===== src/rtl/exe_mem_reg_if.sv =====
// EXE -> MEM pipeline bus bundle.
// Upstream (EXE side) handshake and payload, downstream (MEM side) handshake
// and held payload, plus the committed status flags.
// slave  : the pipeline register itself.
// master : whatever drives EXE outputs and consumes MEM entries.
interface exe_mem_reg_if #(
    parameter int DW = 32
) ();
    logic          flush;

    logic          in_valid;
    logic          in_ready;
    logic [DW-1:0] alu_result;
    logic [DW-1:0] st_val;
    logic [3:0]    dest;
    logic          wb_en;
    logic          mem_r_en;
    logic          mem_w_en;
    logic          s_en;
    logic [3:0]    sr;

    logic          out_valid;
    logic          out_ready;
    logic [DW-1:0] out_alu_result;
    logic [DW-1:0] out_st_val;
    logic [3:0]    out_dest;
    logic          out_wb_en;
    logic          out_mem_r_en;
    logic          out_mem_w_en;

    logic [3:0]    status;

    modport slave (
        input  flush,
        input  in_valid,
        output in_ready,
        input  alu_result,
        input  st_val,
        input  dest,
        input  wb_en,
        input  mem_r_en,
        input  mem_w_en,
        input  s_en,
        input  sr,
        output out_valid,
        input  out_ready,
        output out_alu_result,
        output out_st_val,
        output out_dest,
        output out_wb_en,
        output out_mem_r_en,
        output out_mem_w_en,
        output status
    );

    modport master (
        output flush,
        output in_valid,
        input  in_ready,
        output alu_result,
        output st_val,
        output dest,
        output wb_en,
        output mem_r_en,
        output mem_w_en,
        output s_en,
        output sr,
        input  out_valid,
        output out_ready,
        input  out_alu_result,
        input  out_st_val,
        input  out_dest,
        input  out_wb_en,
        input  out_mem_r_en,
        input  out_mem_w_en,
        input  status
    );
endinterface


===== src/rtl/exe_mem_reg.sv =====
// EXE -> MEM pipeline register with a 2-entry skid buffer and the
// architectural status register {Z,C,N,V}.
//
// Optional build macro: EXE_MEM_STALL_CNT_EN adds a 32-bit stall_cnt output
// counting upstream-blocked and downstream-blocked cycles.
//
// state    | meaning
// ---------+------------------------------------------------------------
// ST_EMPTY | nothing held; out_valid=0, in_ready=1
// ST_ONE   | main entry held and presented to MEM; skid empty, in_ready=1
// ST_FULL  | main presented, skid holds the next entry; in_ready=0
//
// Only main is ever presented to MEM; skid only fills when EXE delivers
// while MEM stalls, and it empties back into main on the next drain, which
// keeps delivery strictly in order.
module exe_mem_reg #(
    parameter int         DW       = 32,
    parameter logic [3:0] SR_RESET = 4'b0000
) (
    input  logic          clk,
    input  logic          rst,
`ifdef EXE_MEM_STALL_CNT_EN
    output logic [31:0]   stall_cnt,
`endif
    exe_mem_reg_if.slave  bus
);

    typedef enum logic [1:0] {
        ST_EMPTY = 2'd0,
        ST_ONE   = 2'd1,
        ST_FULL  = 2'd3
    } state_t;

    typedef struct packed {
        logic [DW-1:0] alu_result;
        logic [DW-1:0] st_val;
        logic [3:0]    dest;
        logic          wb_en;
        logic          mem_r_en;
        logic          mem_w_en;
    } payload_t;

    state_t   r_state;
    logic     r_out_valid;
    logic     r_in_ready;
    payload_t r_main;
    payload_t r_skid;
    logic [3:0] r_status;

    payload_t w_in_payload;
    logic     w_accept;
    logic     w_drain;

    // An instruction squashed by flush is never accepted, so it can neither
    // fill a slot nor commit flags.
    assign w_accept = bus.in_valid & r_in_ready & ~bus.flush;
    assign w_drain  = r_out_valid & bus.out_ready;

    // Pack the incoming EXE fields into one payload word.
    always_comb begin
        w_in_payload            = '0;
        w_in_payload.alu_result = bus.alu_result;
        w_in_payload.st_val     = bus.st_val;
        w_in_payload.dest       = bus.dest;
        w_in_payload.wb_en      = bus.wb_en;
        w_in_payload.mem_r_en   = bus.mem_r_en;
        w_in_payload.mem_w_en   = bus.mem_w_en;
    end

    // Occupancy FSM with registered out_valid / in_ready.
    always_ff @(posedge clk or negedge rst) begin
        if (!rst) begin
            r_state     <= ST_EMPTY;
            r_out_valid <= 1'b0;
            r_in_ready  <= 1'b1;
        end else if (bus.flush) begin
            // A drain in the flush cycle still completes on the MEM side;
            // everything left behind is discarded.
            r_state     <= ST_EMPTY;
            r_out_valid <= 1'b0;
            r_in_ready  <= 1'b1;
        end else begin
            case (r_state)
                ST_EMPTY: begin
                    if (w_accept) begin
                        r_state     <= ST_ONE;
                        r_out_valid <= 1'b1;
                    end
                end
                ST_ONE: begin
                    if (w_accept && !w_drain) begin
                        r_state    <= ST_FULL;
                        r_in_ready <= 1'b0;
                    end else if (w_drain && !w_accept) begin
                        r_state     <= ST_EMPTY;
                        r_out_valid <= 1'b0;
                    end
                end
                ST_FULL: begin
                    if (w_drain) begin
                        r_state    <= ST_ONE;
                        r_in_ready <= 1'b1;
                    end
                end
                default: begin
                    r_state     <= ST_EMPTY;
                    r_out_valid <= 1'b0;
                    r_in_ready  <= 1'b1;
                end
            endcase
        end
    end

    // Main / skid payload movement; registers hold whenever not loaded.
    always_ff @(posedge clk or negedge rst) begin
        if (!rst) begin
            r_main <= '0;
            r_skid <= '0;
        end else begin
            case (r_state)
                ST_EMPTY: begin
                    if (w_accept) begin
                        r_main <= w_in_payload;
                    end
                end
                ST_ONE: begin
                    if (w_accept && w_drain) begin
                        r_main <= w_in_payload;
                    end else if (w_accept) begin
                        r_skid <= w_in_payload;
                    end
                end
                ST_FULL: begin
                    // On a flush+drain this moves a dead entry into main;
                    // harmless because out_valid drops in the same edge.
                    if (w_drain) begin
                        r_main <= r_skid;
                    end
                end
                default: begin
                    r_main <= r_main;
                end
            endcase
        end
    end

    // Flags commit when an S-bit instruction is accepted; a later flush of
    // the held entry does not roll them back.
    always_ff @(posedge clk or negedge rst) begin
        if (!rst) begin
            r_status <= SR_RESET;
        end else if (w_accept && bus.s_en) begin
            r_status <= bus.sr;
        end
    end

`ifdef EXE_MEM_STALL_CNT_EN
    logic [31:0] r_stall_cnt;
    logic [1:0]  w_stall_inc;

    // Upstream blocked and downstream blocked each count one per cycle.
    assign w_stall_inc = {1'b0, bus.in_valid & ~r_in_ready}
                       + {1'b0, r_out_valid & ~bus.out_ready};

    // Free-running wrap-around stall counter; flush does not clear it.
    always_ff @(posedge clk or negedge rst) begin
        if (!rst) begin
            r_stall_cnt <= '0;
        end else begin
            r_stall_cnt <= r_stall_cnt + 32'(w_stall_inc);
        end
    end

    assign stall_cnt = r_stall_cnt;
`endif

    assign bus.in_ready       = r_in_ready;
    assign bus.out_valid      = r_out_valid;
    assign bus.out_alu_result = r_main.alu_result;
    assign bus.out_st_val     = r_main.st_val;
    assign bus.out_dest       = r_main.dest;
    // Controls are qualified so a stale entry can never trigger MEM/WB.
    assign bus.out_wb_en      = r_main.wb_en    & r_out_valid;
    assign bus.out_mem_r_en   = r_main.mem_r_en & r_out_valid;
    assign bus.out_mem_w_en   = r_main.mem_w_en & r_out_valid;
    assign bus.status         = r_status;

endmodule


===== src/flat_wrapper.sv =====
// flat-port wrapper written by rule: the top's interface ports become plain ports
module exe_mem_reg_flat 
#(
    parameter int         DW       = 32,
    parameter logic [3:0] SR_RESET = 4'b0000
)
  (clk, rst, bus_flush, bus_in_valid, bus_in_ready, bus_alu_result, bus_st_val, bus_dest, bus_wb_en, bus_mem_r_en, bus_mem_w_en, bus_s_en, bus_sr, bus_out_valid, bus_out_ready, bus_out_alu_result, bus_out_st_val, bus_out_dest, bus_out_wb_en, bus_out_mem_r_en, bus_out_mem_w_en, bus_status);
  exe_mem_reg_if #(.DW(DW)) bus_i ();
  input  logic clk;
  input  logic rst;
  input wire logic [$bits(bus_i.flush)-1:0] bus_flush;
  input wire logic [$bits(bus_i.in_valid)-1:0] bus_in_valid;
  output wire logic [$bits(bus_i.in_ready)-1:0] bus_in_ready;
  input wire logic [$bits(bus_i.alu_result)-1:0] bus_alu_result;
  input wire logic [$bits(bus_i.st_val)-1:0] bus_st_val;
  input wire logic [$bits(bus_i.dest)-1:0] bus_dest;
  input wire logic [$bits(bus_i.wb_en)-1:0] bus_wb_en;
  input wire logic [$bits(bus_i.mem_r_en)-1:0] bus_mem_r_en;
  input wire logic [$bits(bus_i.mem_w_en)-1:0] bus_mem_w_en;
  input wire logic [$bits(bus_i.s_en)-1:0] bus_s_en;
  input wire logic [$bits(bus_i.sr)-1:0] bus_sr;
  output wire logic [$bits(bus_i.out_valid)-1:0] bus_out_valid;
  input wire logic [$bits(bus_i.out_ready)-1:0] bus_out_ready;
  output wire logic [$bits(bus_i.out_alu_result)-1:0] bus_out_alu_result;
  output wire logic [$bits(bus_i.out_st_val)-1:0] bus_out_st_val;
  output wire logic [$bits(bus_i.out_dest)-1:0] bus_out_dest;
  output wire logic [$bits(bus_i.out_wb_en)-1:0] bus_out_wb_en;
  output wire logic [$bits(bus_i.out_mem_r_en)-1:0] bus_out_mem_r_en;
  output wire logic [$bits(bus_i.out_mem_w_en)-1:0] bus_out_mem_w_en;
  output wire logic [$bits(bus_i.status)-1:0] bus_status;
  assign bus_i.flush = bus_flush;
  assign bus_i.in_valid = bus_in_valid;
  assign bus_in_ready = bus_i.in_ready;
  assign bus_i.alu_result = bus_alu_result;
  assign bus_i.st_val = bus_st_val;
  assign bus_i.dest = bus_dest;
  assign bus_i.wb_en = bus_wb_en;
  assign bus_i.mem_r_en = bus_mem_r_en;
  assign bus_i.mem_w_en = bus_mem_w_en;
  assign bus_i.s_en = bus_s_en;
  assign bus_i.sr = bus_sr;
  assign bus_out_valid = bus_i.out_valid;
  assign bus_i.out_ready = bus_out_ready;
  assign bus_out_alu_result = bus_i.out_alu_result;
  assign bus_out_st_val = bus_i.out_st_val;
  assign bus_out_dest = bus_i.out_dest;
  assign bus_out_wb_en = bus_i.out_wb_en;
  assign bus_out_mem_r_en = bus_i.out_mem_r_en;
  assign bus_out_mem_w_en = bus_i.out_mem_w_en;
  assign bus_status = bus_i.status;
  exe_mem_reg #(.DW(DW), .SR_RESET(SR_RESET)) u_core (.clk(clk), .rst(rst), .bus(bus_i));
endmodule

===== config.mk =====
export PLATFORM = sky130hd
export DESIGN_NAME = exe_mem_reg_flat
export DESIGN_NICKNAME = d
export VERILOG_FILES = /design/src/rtl/exe_mem_reg_if.sv /design/src/rtl/exe_mem_reg.sv /design/src/flat_wrapper.sv
export SDC_FILE = /design/constraint.sdc
export NUM_CORES = 1
export LEC_CHECK = 0
export CAP_MARGIN = 20
export CORE_UTILIZATION = 40
export CTS_CLUSTER_SIZE = 20
export DETAILED_ROUTE_END_ITERATION = 7
export GPL_ROUTABILITY_DRIVEN = 0
export PLACE_DENSITY_LB_ADDON = 0.2
export RECOVER_POWER = 25
export SKIP_CTS_REPAIR_TIMING = 1
export SLEW_MARGIN = 5
export SYNTH_ARGS = -nofsm -noshare
export SYNTH_HDL_FRONTEND = slang
export SYNTH_SLANG_ARGS = --single-unit

===== constraint.sdc =====
create_clock -name clk -period 3.12 [get_ports clk]
set_input_delay 0.624 -clock clk [delete_from_list [all_inputs] [get_ports clk]]
set_output_delay 0.624 -clock clk [all_outputs]
set_load 0.02 [all_outputs]

### Yosys cells after proc, flatten, opt, wreduce, memory -nomap -nowiden

Index checks and enable logic that the tools add are counted.

| storage, ports and cells | value |
|---|---|
| bits in registers | 150 |
| output and inout bits | 77 |
| bits of input ports | 81 |
| logic and storage cells | 69 |

| operators by class | value |
|---|---|
| bitwise logic cells | 8 |
| mux-type cells | 19 |
| equality and inequality tests | 13 |
| reduce and logical (&&, ||, !) cells | 13 |

Operator list:

| operator | count |
|---|---|
| 2-to-1 mux 71 bit | 3 |
| case mux 71 bit (3 select lines) | 1 |
| != test 3 x 2 -> 1 bit, second input constant | 4 |
| 2-to-1 mux 2 bit | 5 |
| AND reduction 3 bit | 3 |
| AND reduction 4 bit | 2 |
| 2-to-1 mux 1 bit | 7 |
| bitwise AND 1 bit | 6 |
| != test 2 x 1 -> 1 bit, second input constant | 3 |
| case mux 1 bit (3 select lines) | 2 |
| case mux 2 bit (3 select lines) | 1 |
| logical AND 1 bit | 4 |
| != test 2 bit, second input constant | 2 |
| != test 4 x 2 -> 1 bit, second input constant | 1 |
| != test 3 bit, second input constant | 1 |
| nonzero test 3 bit | 1 |
| == test 2 x 1 -> 1 bit, second input constant | 1 |
| == test 2 bit, second input constant | 1 |
| zero test 1 bit | 2 |
| zero test 2 bit | 1 |
| inverter 1 bit | 2 |

### Logic depth before layout (Yosys ltp)

Gate-level depths: netlist of run 1.

| depth | value |
|---|---|
| depth after elaboration | 8 |
| gate-level depth with buffers | 8 |
| depth with buffers taken out | 6 |

### Worst setup path before layout of run 1

No wires, ideal clock.

| timing path | value |
|---|---|
| kind | input to register |
| start | in bus_flush |
| end | reg u_core.r_main, in the netlist u_core.bus.out_dest[3] |
| setup slack | 0.775 ns |
| arrival time | 2.220 ns |
| stages on the path | 7 |
| data required time | 2.995 ns |
| cell sequence | nand3b_4 > inv_1 > ha_1 > nor2b_1 > a2111oi_4 > buf_6 > mux2_4 |

| on the way | value |
|---|---|
| word-level cells in the longest chain between the ends | 5 |
| elaborated cells between the ends (all ways) | 6 |

RTL lines:

| what | RTL line | RTL |
|---|---|---|
| start, declared | flat_wrapper.sv:11 | `input wire logic [$bits(bus_i.flush)-1:0] bus_flush;` |
| inverter 1 bit * | exe_mem_reg.sv:56 | `assign w_accept = bus.in_valid & r_in_ready & ~bus.flush;` |
| bitwise AND 1 bit * | exe_mem_reg.sv:56 |  |
| logical AND 1 bit | exe_mem_reg.sv:127 | `if (w_accept && w_drain) begin` |
| != test 2 x 1 -> 1 bit (no source line) | -- |  |
| AND reduction 4 bit (no source line) * | -- |  |
| end signal, assigned | exe_mem_reg.sv:123 | `r_main <= w_in_payload;` |
| end signal, assigned | exe_mem_reg.sv:128 | `r_main <= w_in_payload;` |
| end signal, assigned | exe_mem_reg.sv:137 | `r_main <= r_skid;` |
| end, declared | exe_mem_reg.sv:46 | `payload_t r_main;` |

Mark *: on every way between the ends. The rest lies on a longest branch, timed or not.
A chain may end at the register's enable or synchronous reset.

### Worst setup path after layout of run 1

| timing path | value |
|---|---|
| start | in bus_flush |
| end | reg u_core.r_main, in the netlist u_core.bus.out_alu_result[10] |

The elaborated chain is that of the path after synthesis.

==> results.py, run 1 <==
metrics = {
    "outcome": {
        "status": "complete, but fails checks",
        "failed_checks": "max-capacitance violations, max-slew violations",
    },
    "die": {
        "fp.dieW_um": 136.3,
        "start_util_pct": 41.25,
        "ios": 158,
        "rows": 48,
        "fp.dieH_um": 136.3,
        "die_area_mm2": 0.01856,
        "design.core.area_mm2": 0.01748,
    },
    "worst_hold_path": {
        "hold_path_class": "register to register",
        "holdPathStages": 1,
    },
    "synthesis": {
        "syn_avg_cell_area_um2": 14.54,
        "seq_area_frac_synth_pct": 52.08,
        "synth_top_area_cell": "dfrtp_1",
        "yosys_most_used_dff": "dfrtp_1",
        "synthTopCellsByArea": "dfrtp_1, mux2_2, buf_4, mux2_4, ha_1",
        "synth_cells": 496,
        "synth-seq-cells": 150,
        "synth_nets": 584,
        "synth_edf_count": 0,
        "synth_area_mm2": 0.007209,
        "yosysUniqueCellTypes": 26,
        "async_flop_share_pct": 100.0,
        "yosysWarnings": 0,
        "synth_top_area_share_pct": 51.72,
    },
    "global_routing": {
        "grt_usage_pct": 16.18,
        "grt_pass1_vias": 4386,
        "grt-ovfl-total": 0,
        "grt_first_pass_wirelength_mm": 22.66,
        "antenna_found_initial": 0,
        "grt_start_max_net_pins": 79,
    },
    "clock_tree": {
        "clock_sinks": 150,
        "cts_buffers": 17,
        "clock_path_buffers": 2,
        "clkTransAtPathRegs_ps": 60,
        "h-tree-depth": 4,
        "cts-root-buf": "clkbuf_16",
        "insertion_delay_ps": 420,
        "tritoncts": "yes",
    },
    "sta": {
        "hold_viol": 0,
        "maxSlewViolCount": 78,
        "period_needed_ps": 2542,
        "rsz0062_at_grt": "no",
        "setup_tns_ps": 0,
        "fin_crit_sh_pct": 81.47,
        "fmax_mhz": 393.4,
        "slew_headroom_pct": -32.16,
        "setup_viol": 0,
        "worstMarginPinSlew_ps": 1982,
        "fin_skew_ps": 6.390,
    },
    "power": {
        "ir_worst_vdd_v": 0.0004705,
        "p_leak_nw": 3.733,
        "power_density_mw_per_mm2": 978.6,
    },
    "placed_design": {
        "portBuffers": 157,
        "dpl_cell_area_mm2": 0.008536,
        "dp_hpwl_mm": 9.184,
    },
    "route": {
        "wl_per_cell_um": 16.99,
        "drc": 0,
        "wirelength_mm": 14.00,
        "vias": 4014,
        "dr.pass1.iters": 4,
        "first_iter_violations": 130,
        "ant_nets": 0,
        "vias_per_cell": 4.871,
    },
    "run": {
        "drv_cap": 1,
    },
    "layout": {
        "area_delta_synth_final_pct": 26.14,
        "layout.nets": 676,
        "final_area_mm2": 0.009094,
        "layout-drive-gt1-share_pct": 43.24,
        "n_antenna_cell": 0,
    },
    "critical_path": {
        "path_class": "input pin to register",
        "cp-start-kind": "input pin",
        "cp.required_ps": 3420,
        "crit_path_end_kind": "register",
        "critPathArrivalTime_ps": 2840,
        "reg2reg_depth": 5,
        "cp_max_fo": 38,
    },
}
==> layer usage <==
| layer | share of wire, % | up-vias | track usage [%] |
|---|---|---|---|
| met3 | 5.3 | 13 | 4.996 |
| met2 | 50 | 94 | 26.45 |
| met1 | 44 | 2042 | 20.07 |
| li1 | - | 1865 | - |
| met4 | 1.1 | 0 | 5.802 |
| met5 | 0 | - | 0 |
==> flip-flops by register name, summed over array words and instances, names as in the netlist <==
signal and flops:
u_core.bus.out_dest 4, u_core.bus.status 4, u_core.bus.out_alu_result 32, u_core.r_main 3, u_core.bus.in_ready 1, u_core.bus.out_st_val 32, u_core.r_state 2, u_core.bus.out_valid 1
u_core.r_skid 71
==> cells by family after synthesis <==
family | count (synthesis) | share of synthesized area [%]
mux | 219 | 34.69
buf+inv | 97 | 9.441
simple gates | 14 | 1.198
flops | 150 | 52.08
fa+ha+maj | 7 | 1.215
compound gates | 9 | 1.371
==> cell usage in the layout (no fill, tap or decap), drive strengths merged, types with 2 or more instances in the layout <==
cell,synthesis,layout
and2,4,4
buf,83,7
mux2,217,217
clkinvlp,0,2
inv,6,6
clkbuf,8,22
clkinv,0,5
nand2,6,6
ha,7,7
mux2i,2,2
dfrtp,149,149
bufinv,0,2
clkdlybuf4s50,0,156
a211o,2,2
==> critical path, cell delays in order <==
cell and delay (ps):
clkdlybuf4s50_1 460, nand3b_4 210, inv_1 140, ha_1 160, nor2b_1 80, a2111oi_4 460, buf_12 300, mux2_2 370
==> where the power goes <==
part           internal [W]  switching [W]
Combinational       0.00203        0.00148
Sequential          0.00292       0.000500
Clock               0.00120       0.000762
==> Yosys cell counts, types with 2 or more instances <==
cell      instances
mux2_2          207
a211o_1           2
mux2i_1           2
mux2_4           10
buf_2             7
inv_1             6
clkbuf_1          8
buf_6             7
nand2_1           6
buf_4            68
ha_1              7
and2_1            4
dfrtp_1         149
==> metrics by stage <==
stage | util [%] | hold WS, ps | instances | setup WS [ps] | power [W]
2_1_floorplan | - | 328.4 | 496 | 775.0 | 0.006140
3_3_place_gp | 48.84 | 483.1 | 794 | 246.9 | 0.006872
3_5_place_dp | 48.84 | 491.2 | 794 | 142.3 | 0.007003
4_1_cts | 52.07 | 269.5 | 824 | 579.2 | 0.009020
5_1_grt | 52.03 | 513.6 | 824 | 442.4 | 0.009414
6_report | 52.03 | 499.8 | 824 | 578.2 | 0.008899
==> final cells by class <==
type | count | area [um2]
repair buffers | 164 | 1682
fillers | 1489 | 8383
well taps | 225 | 281.5
clock buffers | 21 | 460.4
multi-input cells | 249 | 2789
flip-flops and latches | 150 | 3755
inverters | 6 | 22.52
clock inverters | 9 | 103.9
==> final timing paths <==
path	startpoint	endpoint	slack [ps]
max	bus_flush	u_core.bus.out_alu_result[10]$_DFFE_PN0P_	580
min	u_core.r_skid[10]$_DFFE_PN0P_	u_core.r_skid[10]$_DFFE_PN0P_	500
max reg2reg	u_core.r_state[0]$_DFFE_PN0P_	u_core.bus.out_alu_result[10]$_DFFE_PN0P_	720
min reg2reg	u_core.r_skid[10]$_DFFE_PN0P_	u_core.r_skid[10]$_DFFE_PN0P_	500
max in group asynchronous	rst	u_core.bus.out_st_val[29]$_DFFE_PN0P_	1170
min in group asynchronous	rst	u_core.bus.out_alu_result[10]$_DFFE_PN0P_	770
Note: power is estimated with default switching activity, not from simulation.
==> inputs of run 2 (changes only) <==
- clock period: 3.12 -> 2.1 ns (I/O delays scaled with it)
==> run 2 against run 1 <==
The run now ends clean. Worst hold slack improved by 2.3 ps. First-iteration DRC count increased by 31%. Clock power increased by 43%. Sequential power increased by 48%. Setup slack got worse by 520 ps. Final cell count increased by 3.2%. Global-route usage decreased by 0.27 points. Combinational power increased by 56%. Final area increased by 2.9%. Register-to-register slack got worse by 660 ps. Clock skew increased by 2.0 ps. Largest cell class unchanged. Highest routed layer unchanged.
==> results.py, run 2 (synthesis gave the netlist of run 1 again) <==
metrics = {
    "sta": {
        "rsz0062_at_grt": "yes",
        "worstMarginPinSlew_ps": 1117,
        "fin_skew_ps": 8.383,
        "setup_viol": 0,
        "fmax_mhz": 490.3,
        "maxSlewViolCount": 0,
        "slew_headroom_pct": 25.51,
        "fin_crit_sh_pct": 97.13,
        "hold_viol": 0,
        "whs_ps": 502.1,
        "period_needed_ps": 2040,
    },
    "layout": {
        "layout-drive-gt1-share_pct": 46.40,
        "multi_input_area_mm2": 0.002826,
        "final_area_mm2": 0.009359,
        "seqCellArea_mm2": 0.003757,
        "final_common_cell": "mux2_2",
        "largest_register_ff_count": 71,
        "n_antenna_cell": 0,
        "area_delta_synth_final_pct": 29.82,
        "layout.nets": 700,
        "post-route-util_pct": 53.55,
        "final_cell_mix": "mux2_2, clkdlybuf4s50_1, dfrtp_1, buf_4, clkbuf_16",
        "fin_cells": 850,
        "fillers": 1444,
        "regMostFlops": "u_core.r_skid",
    },
    "critical_path": {
        "cp_top_family": "compound AO/OA/AOI/OAI gates",
        "cp.required_ps": 2400,
        "crit_buf_inv": 2,
        "max_stage_delay_ps": 440,
        "path_class": "register to register",
        "cp_cell_sequence": "ha_4, a21boi_2, a2111oi_4, buf_4, buf_12, mux2_2",
        "crit_path_end_kind": "register",
        "critPathArrivalTime_ps": 2330,
        "cp-start-kind": "register",
        "slowest_stage": "dfrtp_2",
        "cp_max_fo": 20,
    },
    "power": {
        "p_sw_share_pct": 31.07,
        "combPwrFrac_pct": 41.0,
        "intPower_w": 0.009215,
        "ir_worst_vdd_v": 0.0006582,
        "switching_power_w": 0.004153,
        "clock_power_share_pct": 21.0,
        "p_leak_nw": 3.908,
        "seqPwrFrac_pct": 38.0,
        "power_density_mw_per_mm2": 1428,
    },
    "global_routing": {
        "grt_pass1_vias": 4520,
        "grt_start_max_net_pins": 74,
        "grt-ovfl-total": 0,
        "grt_usage_pct": 15.91,
        "grt_first_pass_wirelength_mm": 22.65,
        "antenna_found_initial": 0,
    },
    "die": {
        "rows": 48,
        "design.core.area_mm2": 0.01748,
        "start_util_pct": 41.25,
        "die_area_mm2": 0.01856,
        "fp.dieW_um": 136.3,
        "ios": 158,
        "fp.dieH_um": 136.3,
    },
    "route": {
        "first_iter_violations": 170,
        "drc": 0,
        "wirelength_mm": 13.98,
        "vias": 4108,
        "ant_nets": 0,
        "dr.pass1.iters": 4,
        "vias_per_cell": 4.833,
        "wl_per_cell_um": 16.44,
    },
    "placed_design": {
        "dpl_cell_area_mm2": 0.008803,
        "dp_hpwl_mm": 9.611,
        "placed_cells": 816,
        "portBuffers": 157,
    },
    "run": {
        "drv_cap": 0,
    },
    "clock_tree": {
        "tritoncts": "yes",
        "clkTransAtPathRegs_ps": 60,
        "cts_buffers": 17,
        "insertion_delay_ps": 410,
        "clock_path_buffers": 2,
        "clock_sinks": 150,
        "cts-root-buf": "clkbuf_16",
        "h-tree-depth": 4,
    },
    "outcome": {
        "status": "completed",
    },
    "worst_hold_path": {
        "hold_path_class": "register to register",
    },
}
## run 2: cell types whose count changed in the layout (fill, tap and decap cells not counted), sizes merged, moves of 2 or more
cell / previous run / this run
buf: 7 / 30
clkbuf: 22 / 20
clkdlybuf4s50: 156 / 153
clkinv: 5 / 9
dlymetal6s2s: 0 / 3
## run 2: power by group through the flow
| stage | clock network (W) | logic [W] | registers (W) |
|---|---|---|---|
| 6_report | 0.00281 | 0.00548 | 0.00507 |
| 3_3_place_gp | 0 | 0.00543 | 0.00503 |
| 2_1_floorplan | 0 | 0.00428 | 0.00490 |
| 4_1_cts | 0.00290 | 0.00556 | 0.00510 |
| 5_1_grt | 0.00304 | 0.00583 | 0.00528 |
| 3_5_place_dp | 0 | 0.00554 | 0.00513 |
## run 2: path summary, 6_finish.rpt
path                                               start                                         to  slack [ps]  cells past startpoint
setup / recovery           u_core.r_state[0]$_DFFE_PN0P_   u_core.bus.out_alu_result[6]$_DFFE_PN0P_          60                      6
hold / removal             u_core.r_skid[40]$_DFFE_PN0P_              u_core.r_skid[40]$_DFFE_PN0P_         500                      1
setup reg to reg           u_core.r_state[0]$_DFFE_PN0P_   u_core.bus.out_alu_result[6]$_DFFE_PN0P_          60                      6
hold reg to reg            u_core.r_skid[40]$_DFFE_PN0P_              u_core.r_skid[40]$_DFFE_PN0P_         500                      1
max in group asynchronous                            rst   u_core.bus.out_alu_result[9]$_DFFE_PN0P_         300                      3
min in group asynchronous                            rst  u_core.bus.out_alu_result[28]$_DFFE_PN0P_         750                      2
## run 2: cell type report
cell class / instances / area share [%]
Clock buffer: 19 / 4.733
Tap cell: 225 / 3.008
Multi-Input combinational cell: 249 / 30.20
Clock inverter: 13 / 1.163
Inverter: 6 / 0.2674
Timing Repair Buffer: 188 / 20.48
Sequential cell: 150 / 40.15
## run 2: layer usage
layer / routed length [um] / global-route usage, % / vias up
met1: 5986 / 19.03 / 2089
met3: 808 / 4.996 / 14
met4: 200 / 6.296 / 0
li1: - / - / 1908
met5: 0 / 0 / -
met2: 6980 / 26.51 / 97
## run 2: stage by stage
stage	setup TNS (ps)	setup WS [ps]	power, W
after floorplan	-2922	-45.32	0.009181
after global placement	-41050	-343.3	0.01046
after detailed placement	-43710	-375.0	0.01067
after CTS	-188.1	-73.92	0.01356
after global routing	-131.4	-16.50	0.01415
final	0	60.34	0.01337
## run 2: worst reg2reg max path, stage by stage, from the launching register on
cell and delay (ps):
dfrtp_2 440, ha_4 180, a21boi_2 170, a2111oi_4 370, buf_4 220, buf_12 180
mux2_2 370
